`config.mk`:
```
export PLATFORM = sky130hd
export DESIGN_NAME = core_sequencer
export DESIGN_NICKNAME = d
export VERILOG_FILES = /design/src/rtl/core_sequencer.sv
export SDC_FILE = /design/constraint.sdc
export NUM_CORES = 1
export LEC_CHECK = 0
export BUFFER_PORTS_ARGS = -buffer_cell sky130_fd_sc_hd__buf_2
export CORE_MARGIN = 4
export CORE_UTILIZATION = 27
export CTS_CLUSTER_DIAMETER = 40
export DETAILED_ROUTE_END_ITERATION = 10
export GPL_ROUTABILITY_DRIVEN = 0
export HOLD_SLACK_MARGIN = 0.08
export PLACE_DENSITY_LB_ADDON = 0.15
export SLEW_MARGIN = 40
export SYNTH_ARGS = -nofsm -noshare
export SYNTH_HDL_FRONTEND = slang
export SYNTH_SLANG_ARGS = --single-unit
```
`constraint.sdc`:
```
create_clock -name clk -period 5.3 [get_ports clk]
set_input_delay 0.53 -clock clk [delete_from_list [all_inputs] [get_ports clk]]
set_output_delay 0.53 -clock clk [all_outputs]
set_load 0.02 [all_outputs]
```
`src/rtl/core_sequencer.sv`:
```
// Multi-cycle control sequencer: fetches an instruction through a req/ready
// handshake, decodes the RV32I OP-IMM/OP/LUI subset and drives the datapath strobes.
module core_sequencer #(
  parameter int TIMEOUT = 16,
  parameter int TW      = 5
) (
  input  logic        clk,
  input  logic        rst,
  input  logic        run,
  output logic        imem_req,
  input  logic        imem_ready,
  input  logic [31:0] imem_rdata,
  output logic [31:0] instruction,
  output logic [31:0] imm,
  output logic [3:0]  alu_select,
  output logic        alu_src_imm,
  output logic        reg_write_enable,
  output logic        pc_advance,
  output logic        busy,
  output logic        trap,
  output logic [1:0]  trap_cause,
  output logic [31:0] retired
);

  localparam logic [2:0] S_IDLE   = 3'd0;
  localparam logic [2:0] S_FETCH  = 3'd1;
  localparam logic [2:0] S_DECODE = 3'd2;
  localparam logic [2:0] S_EXEC   = 3'd3;
  localparam logic [2:0] S_WB     = 3'd4;
  localparam logic [2:0] S_TRAP   = 3'd5;

  localparam logic [6:0]  OPC_OPIMM = 7'b0010011;
  localparam logic [6:0]  OPC_OP    = 7'b0110011;
  localparam logic [6:0]  OPC_LUI   = 7'b0110111;
  localparam logic [31:0] NOP       = 32'h0000_0013;

  localparam logic [1:0] CAUSE_ILLEGAL = 2'd1;
  localparam logic [1:0] CAUSE_TIMEOUT = 2'd2;

  logic [2:0]    r_state;
  logic [31:0]   r_ir;
  logic [31:0]   r_retired;
  logic [1:0]    r_cause;
  logic [TW-1:0] r_tcnt;

  logic [6:0]  w_opcode;
  logic [2:0]  w_funct3;
  logic [6:0]  w_funct7;
  logic        w_legal;
  logic [3:0]  w_alu;
  logic        w_src_imm;
  logic [31:0] w_imm;

  assign w_opcode = r_ir[6:0];
  assign w_funct3 = r_ir[14:12];
  assign w_funct7 = r_ir[31:25];

  // alt selects SUB (funct3 000) or SRA (funct3 101); callers decide when it applies.
  function automatic logic [3:0] alu_from_funct3(input logic [2:0] f3, input logic alt);
    case (f3)
      3'b000:  alu_from_funct3 = alt ? 4'd1 : 4'd0;
      3'b001:  alu_from_funct3 = 4'd2;
      3'b010:  alu_from_funct3 = 4'd3;
      3'b011:  alu_from_funct3 = 4'd4;
      3'b100:  alu_from_funct3 = 4'd5;
      3'b101:  alu_from_funct3 = alt ? 4'd7 : 4'd6;
      3'b110:  alu_from_funct3 = 4'd8;
      default: alu_from_funct3 = 4'd9;
    endcase
  endfunction

  always_comb begin
    w_legal   = 1'b0;
    w_alu     = 4'd0;
    w_src_imm = 1'b0;
    w_imm     = {{20{r_ir[31]}}, r_ir[31:20]};
    case (w_opcode)
      OPC_OPIMM: begin
        w_src_imm = 1'b1;
        w_alu     = alu_from_funct3(w_funct3, (w_funct3 == 3'b101) && r_ir[30]);
        case (w_funct3)
          3'b001:  w_legal = (w_funct7 == 7'b0000000);
          3'b101:  w_legal = (w_funct7 == 7'b0000000) || (w_funct7 == 7'b0100000);
          default: w_legal = 1'b1;
        endcase
      end
      OPC_OP: begin
        w_alu   = alu_from_funct3(w_funct3, r_ir[30]);
        w_legal = (w_funct7 == 7'b0000000) ||
                  ((w_funct7 == 7'b0100000) && ((w_funct3 == 3'b000) || (w_funct3 == 3'b101)));
      end
      OPC_LUI: begin
        w_legal   = 1'b1;
        w_alu     = 4'd10;
        w_src_imm = 1'b1;
        w_imm     = {r_ir[31:12], 12'b0};
      end
      default: ;
    endcase
  end

  always_ff @(posedge clk or posedge rst) begin
    if (rst) begin
      r_state   <= S_IDLE;
      r_ir      <= NOP;
      r_retired <= '0;
      r_cause   <= '0;
      r_tcnt    <= '0;
    end else begin
      case (r_state)
        S_IDLE: begin
          r_tcnt <= '0;
          if (run) r_state <= S_FETCH;
        end
        S_FETCH: begin
          // A ready on the final allowed cycle still completes the fetch.
          if (imem_ready) begin
            r_ir    <= imem_rdata;
            r_tcnt  <= '0;
            r_state <= S_DECODE;
          end else if (r_tcnt == TW'(TIMEOUT - 1)) begin
            r_cause <= CAUSE_TIMEOUT;
            r_state <= S_TRAP;
          end else begin
            r_tcnt <= r_tcnt + TW'(1);
          end
        end
        S_DECODE: begin
          if (w_legal) begin
            r_state <= S_EXEC;
          end else begin
            r_cause <= CAUSE_ILLEGAL;
            r_state <= S_TRAP;
          end
        end
        S_EXEC: r_state <= S_WB;
        S_WB: begin
          r_retired <= r_retired + 32'd1;
          r_tcnt    <= '0;
          r_state   <= run ? S_FETCH : S_IDLE;
        end
        S_TRAP:  r_state <= S_TRAP;
        default: r_state <= S_IDLE;
      endcase
    end
  end

  assign imem_req         = (r_state == S_FETCH);
  assign reg_write_enable = (r_state == S_WB);
  assign pc_advance       = (r_state == S_WB);
  assign busy             = (r_state != S_IDLE) && (r_state != S_TRAP);
  assign trap             = (r_state == S_TRAP);
  assign trap_cause       = r_cause;
  assign retired          = r_retired;
  assign instruction      = r_ir;
  assign imm              = w_imm;
  assign alu_select       = w_alu;
  assign alu_src_imm      = w_src_imm;

endmodule

```
## Word level (Yosys, flattened, before mapping)

Cells that the tools add are included.
Widths: inputs -> output; s select.

| word-level totals | value |
|---|---|
| register bits after elaboration | 74 |
| input port bits | 36 |
| output and inout port bits | 108 |
| word-level logic and storage cells | 72 |

| operators by class | value |
|---|---|
| add/sub/neg operators | 2 |
| equal/unequal tests | 23 |
| multiplexer cells | 24 |
| reductions and logical operators | 18 |

Operators with widths:

| kind | number |
|---|---|
| $pmux 4 s7 | 2 |
| $add 32x1->32 const B | 1 |
| $mux 31 | 1 |
| $eq 7x6->1 const B | 3 |
| $pmux 3 s6 | 1 |
| $eq 3x3->1 const B | 5 |
| $eq 3x2->1 const B | 4 |
| $mux 3 | 4 |
| $pmux 4 s3 | 1 |
| $mux 5 | 2 |
| $pmux 5 s2 | 1 |
| $eq 7x5->1 const B | 1 |
| $logic_not 7->1 | 1 |
| $eq 3x1->1 const B | 2 |
| $logic_not 3->1 | 2 |
| $mux 1 | 6 |
| $mux 2 | 3 |
| $ne 2x2->1 const B | 3 |
| $ne 3x3->1 const B | 2 |
| $reduce_and 2->1 | 3 |
| $add 5x1->5 const B | 1 |
| $eq 5x4->1 const B | 1 |
| $pmux 2 s2 | 1 |
| $reduce_and 4->1 | 1 |
| 9 further kinds | 15 |

## Logic depth before layout (Yosys ltp)

| depth | value |
|---|---|
| depth in word-level cells | 7 |
| mapped depth | 7 |
| gate-level depth less buffers | 7 |

## Worst setup path before layout

OpenSTA, ideal clock, no wires.

| timing path | value |
|---|---|
| path type | register to output |
| start | reg r_ir[1], in the netlist instruction[1] |
| end | out alu_select[0] |
| arrival | 2135 ps |
| data required time | 4770 ps |
| slack | 2635 ps |
| stages on the path, launching flop included | 4 |
| buffers on the path | 0 |
| cell sequence | dfstp_2 -> nand4b_4 -> or3_4 -> a2111oi_0 |

| on the way | value |
|---|---|
| longest elaborated chain between the ends | 2 |
| elaborated cells on any way between the ends | 4 |

Ends and longest elaborated chain:

| item | RTL line | source |
|---|---|---|
| start, declared | 41 | `logic [31:0] r_ir;` |
| start signal, assigned | 118 | `r_ir <= imem_rdata;` |
| $eq 7x6->1 or $eq 7x5->1 (tied branches) | 77 | `case (w_opcode)` |
| $pmux 4 s3 (*) | 77 |  |
| end, declared | 15 | `output logic [3:0] alu_select,` |

Every way passes the cells marked *; elsewhere a longest branch is shown, timed or not.

## Final worst setup path

| timing path | value |
|---|---|
| start | reg r_ir[5], in the netlist instruction[5] |
| end | out imm[30] |

| on the way | value |
|---|---|
| longest elaborated chain between the ends | 2 |

Ends and longest elaborated chain:

| item | RTL line | source |
|---|---|---|
| $eq 7x6->1 | 77 |  |
| $mux 31 | 77 |  |
| end, declared | 14 | `output logic [31:0] imm,` |

No other way between the ends.

==> out/results.tsv <==
stage	metric	value	unit
global_route	antenna violations before repair	0	
critical_path	crit start category	flip-flop	
global_route	total global routing overflow	0	
critical_path	CP Capture Point	imm[30]	
sta	# setup viols final	0	
global_route	gr usage total	0.123	
sta	clk_skew	0.00560	ns
cells_and_area	Final Non-Filler Cells	640	
logic_synthesis	Synth Area in Adders	0.0102	
route	TritonRoute pass-1 iters	4	
sta	worst-margin pin slew	0.775	ns
logic_synthesis	Post-Synth Simple-Gate Area	0.182	
logic_synthesis	EDFF count, synth	0	
cells_and_area	antenna cells	0	
logic_synthesis	Synth Area in Compound Gates	0.0873	
route	drc violations	0	
global_route	largest net degree at the start of global routing	40	
cells_and_area	post-route cell area	4830	µm²
critical_path	R2R setup slack	3.05	ns
route	post-route ant nets	0	
logic_synthesis	Top FF cell, synth	dfrtp_1	
worst_hold_path	Hold WC Path Type	primary input to asynchronous set/reset pin	
sta	Slew HR	0.481	
place	port buffer count	143	
route	drt wl/cell	14.6	µm
global_route	vias in the first global route	2882	
route	via count	2908	
place	DP HPWL	6710	µm
critical_path	WP data arrival	2.14	ns
clock_tree	post-CTS setup buffers	0	
floorplan	core box area	13300	µm²
cells_and_area	final-stage net count	499	
cells_and_area	most common cell after layout, fill and taps aside	buf_2	
sta	setup TNS	0	ns
clock_tree	clock-pin slew on the worst setup and hold paths	0.06	ns
flow_run	max_cap viols	0	
sta	Hold WS	0.212	ns
place	Area after DPL	4560	µm²
floorplan	Die H	125	µm
clock_tree	H-tree levels	3	
floorplan	die area	15500	µm²
critical_path	critical path endpoint category	output pin	
critical_path	crit path from	instruction[5]$_DFFE_PP0P_	
run_status	status	finished clean	
sta	Tcrit/Tclk final	0.504	
clock_tree	Hold-fix buffers, CTS	0	
place	Setup WS pre-CTS	2.96	ns
power_and_ir_drop	Tot Pwr	2.74	mW
power_and_ir_drop	VDD IR max	0.273	mV
sta	Max Fclk	375	MHz
sta	Slew Viols, Final	0	
logic_synthesis	Mapped Nets	360	
global_route	grt met3 use	0.0515	
critical_path	crit path kind	flip-flop to output pin	
logic_synthesis	main area contributors after synthesis	dfrtp_1, mux2_2, xnor2_1, a21o_1, nor2b_1	
floorplan	row count	42	
logic_synthesis	largest family of logic cells by synthesized area	simple AND/OR/NAND/NOR gates	
clock_tree	Root Driver	clkbuf_16	
logic_synthesis	number of synthesized register bits	74	
clock_tree	CTS tree	yes	
cells_and_area	Area Growth Syn to Fin	31.6	%
cells_and_area	fillers	1349	
logic_synthesis	Synth Area in XOR/XNOR	0.0812	
cells_and_area	most frequent cells in the layout	buf_2, dfrtp_1, mux2_2	
logic_synthesis	sequential share of the synthesized area	0.506	
global_route	first-pass GRT wire length	15300	µm
clock_tree	clk sinks	74	
global_route	GR Util met1	0.149	
floorplan	Initial Util	0.276	
logic_synthesis	post-synth top area share	0.484	
cells_and_area	share of cells above drive strength 1	0.457	
logic_synthesis	Async SR Flop Fraction	1.00	
clock_tree	Longest Clk Path Bufs	2	
global_route	global routing's busiest layer	met2	
route	vias per cell	4.54	
sta	endpoints failing hold	0	
floorplan	Die Width	125	µm
route	final wirelength	9340	µm
place	Placed Cells	625	
logic_synthesis	Yosys Warn Count	0	
power_and_ir_drop	P_leak	2.44	nW
critical_path	Max FO, Critical Path	33	
critical_path	Worst EP required	4.77	ns
logic_synthesis	synthesized area per cell	11.4	µm²
global_route	met2 Use GR	0.200	
logic_synthesis	Syn Inst Count	321	
clock_tree	cts repair resizes	0	
cells_and_area	Final Core Density	0.363	
logic_synthesis	leading area contributor after synthesis	dfrtp_1	
route	drt initial violations	91	
logic_synthesis	mux contribution to synthesized area	0.101	
sta	post-route minimum period	2.67	ns
critical_path	worst r2r dst	r_tcnt[3]$_DFFE_PP0P_	
floorplan	io pins	144	
critical_path	Worst R2R Path Depth	7	
logic_synthesis	distinct cell type count after synthesis	50	
clock_tree	cts bufs inserted	9	
power_and_ir_drop	PD cells	568	nW/µm²
logic_synthesis	mapped cell area	3670	µm²
critical_path	worst reg2reg path startpoint	r_tcnt[0]$_DFFE_PP0P_	
sta	RSZ-0062 raised after global routing	false	
sta	Final WS setup	2.63	ns
clock_tree	Worst-Skew Late Latency	0.34	ns
report_power, final:
part / switching (mW) / total, mW / internal [mW]
combinational: 0.718 / 1.23 / 0.513
sequential: 0.205 / 0.938 / 0.733
clock: 0.232 / 0.571 / 0.339
cell families (layout without fill, tap and decap cells):
family          after synthesis  after routing
compound gates               45             45
xor+xnor                     34             34
fa+ha+maj                     3              3
buf+inv                      24            167
flops                        74             74
mux                          33             33
simple gates                108            108
Yosys cell counts, types with 3 or more instances:
master,instances
dfstp_2,3
a31oi_1,3
ha_1,3
buf_4,5
o21ai_0,6
a21o_1,20
nand2_1,16
and4_1,3
clkbuf_1,10
xnor2_1,26
nor2b_1,17
nor2_1,12
xor2_1,8
mux2_2,33
nand4_1,8
and2_1,3
and3_1,4
nand3_1,15
a21oi_1,3
dfrtp_1,71
nor4_1,3
or2_2,4
inv_1,6
nand2b_1,7
worst max-delay path, stage by stage, from the launching register on:
cell and delay (ns):
dfrtp_1 0.45, nand2_1 0.11, nor3_2 0.04, buf_4 0.23
nor2b_2 0.65, a21o_1 0.15, buf_2 0.16
layout make-up:
type                    count  area [µm²]  share of cell area
multi-input cells         223        1720               0.356
repair buffers            146         738               0.153
clock inverters             2        12.5             0.00259
well taps                 176         220              0.0456
clock buffers              13         260              0.0539
flip-flops and latches     74        1860               0.384
inverters                   6        25.0             0.00518
layer usage:
layer | vias to the layer above | routed length [µm]
li1 | 1406 | -
met1 | 1421 | 4140
met2 | 72 | 4520
met3 | 9 | 558
met4 | 0 | 115
met5 | - | 0
sequential cells by signal (all words and copies together), names as in the netlist:
signal and flops:
instruction 32, r_tcnt 5, retired 32, trap_cause 2, r_state 3
how the worst min path moves through the flow:
stage	end	cells past startpoint	slack (ns)
after floorplan	r_tcnt[4]$_DFFE_PP0P_	1	0.46
after global placement	retired[31]$_DFFE_PP0P_	1	0.46
after detailed placement	retired[31]$_DFFE_PP0P_	1	0.47
after CTS	retired[1]$_DFFE_PP0P_	2	0.23
after global routing	retired[0]$_DFFE_PP0P_	2	0.25
final	retired[1]$_DFFE_PP0P_	2	0.21
Note: power is estimated with default switching activity, not from simulation.
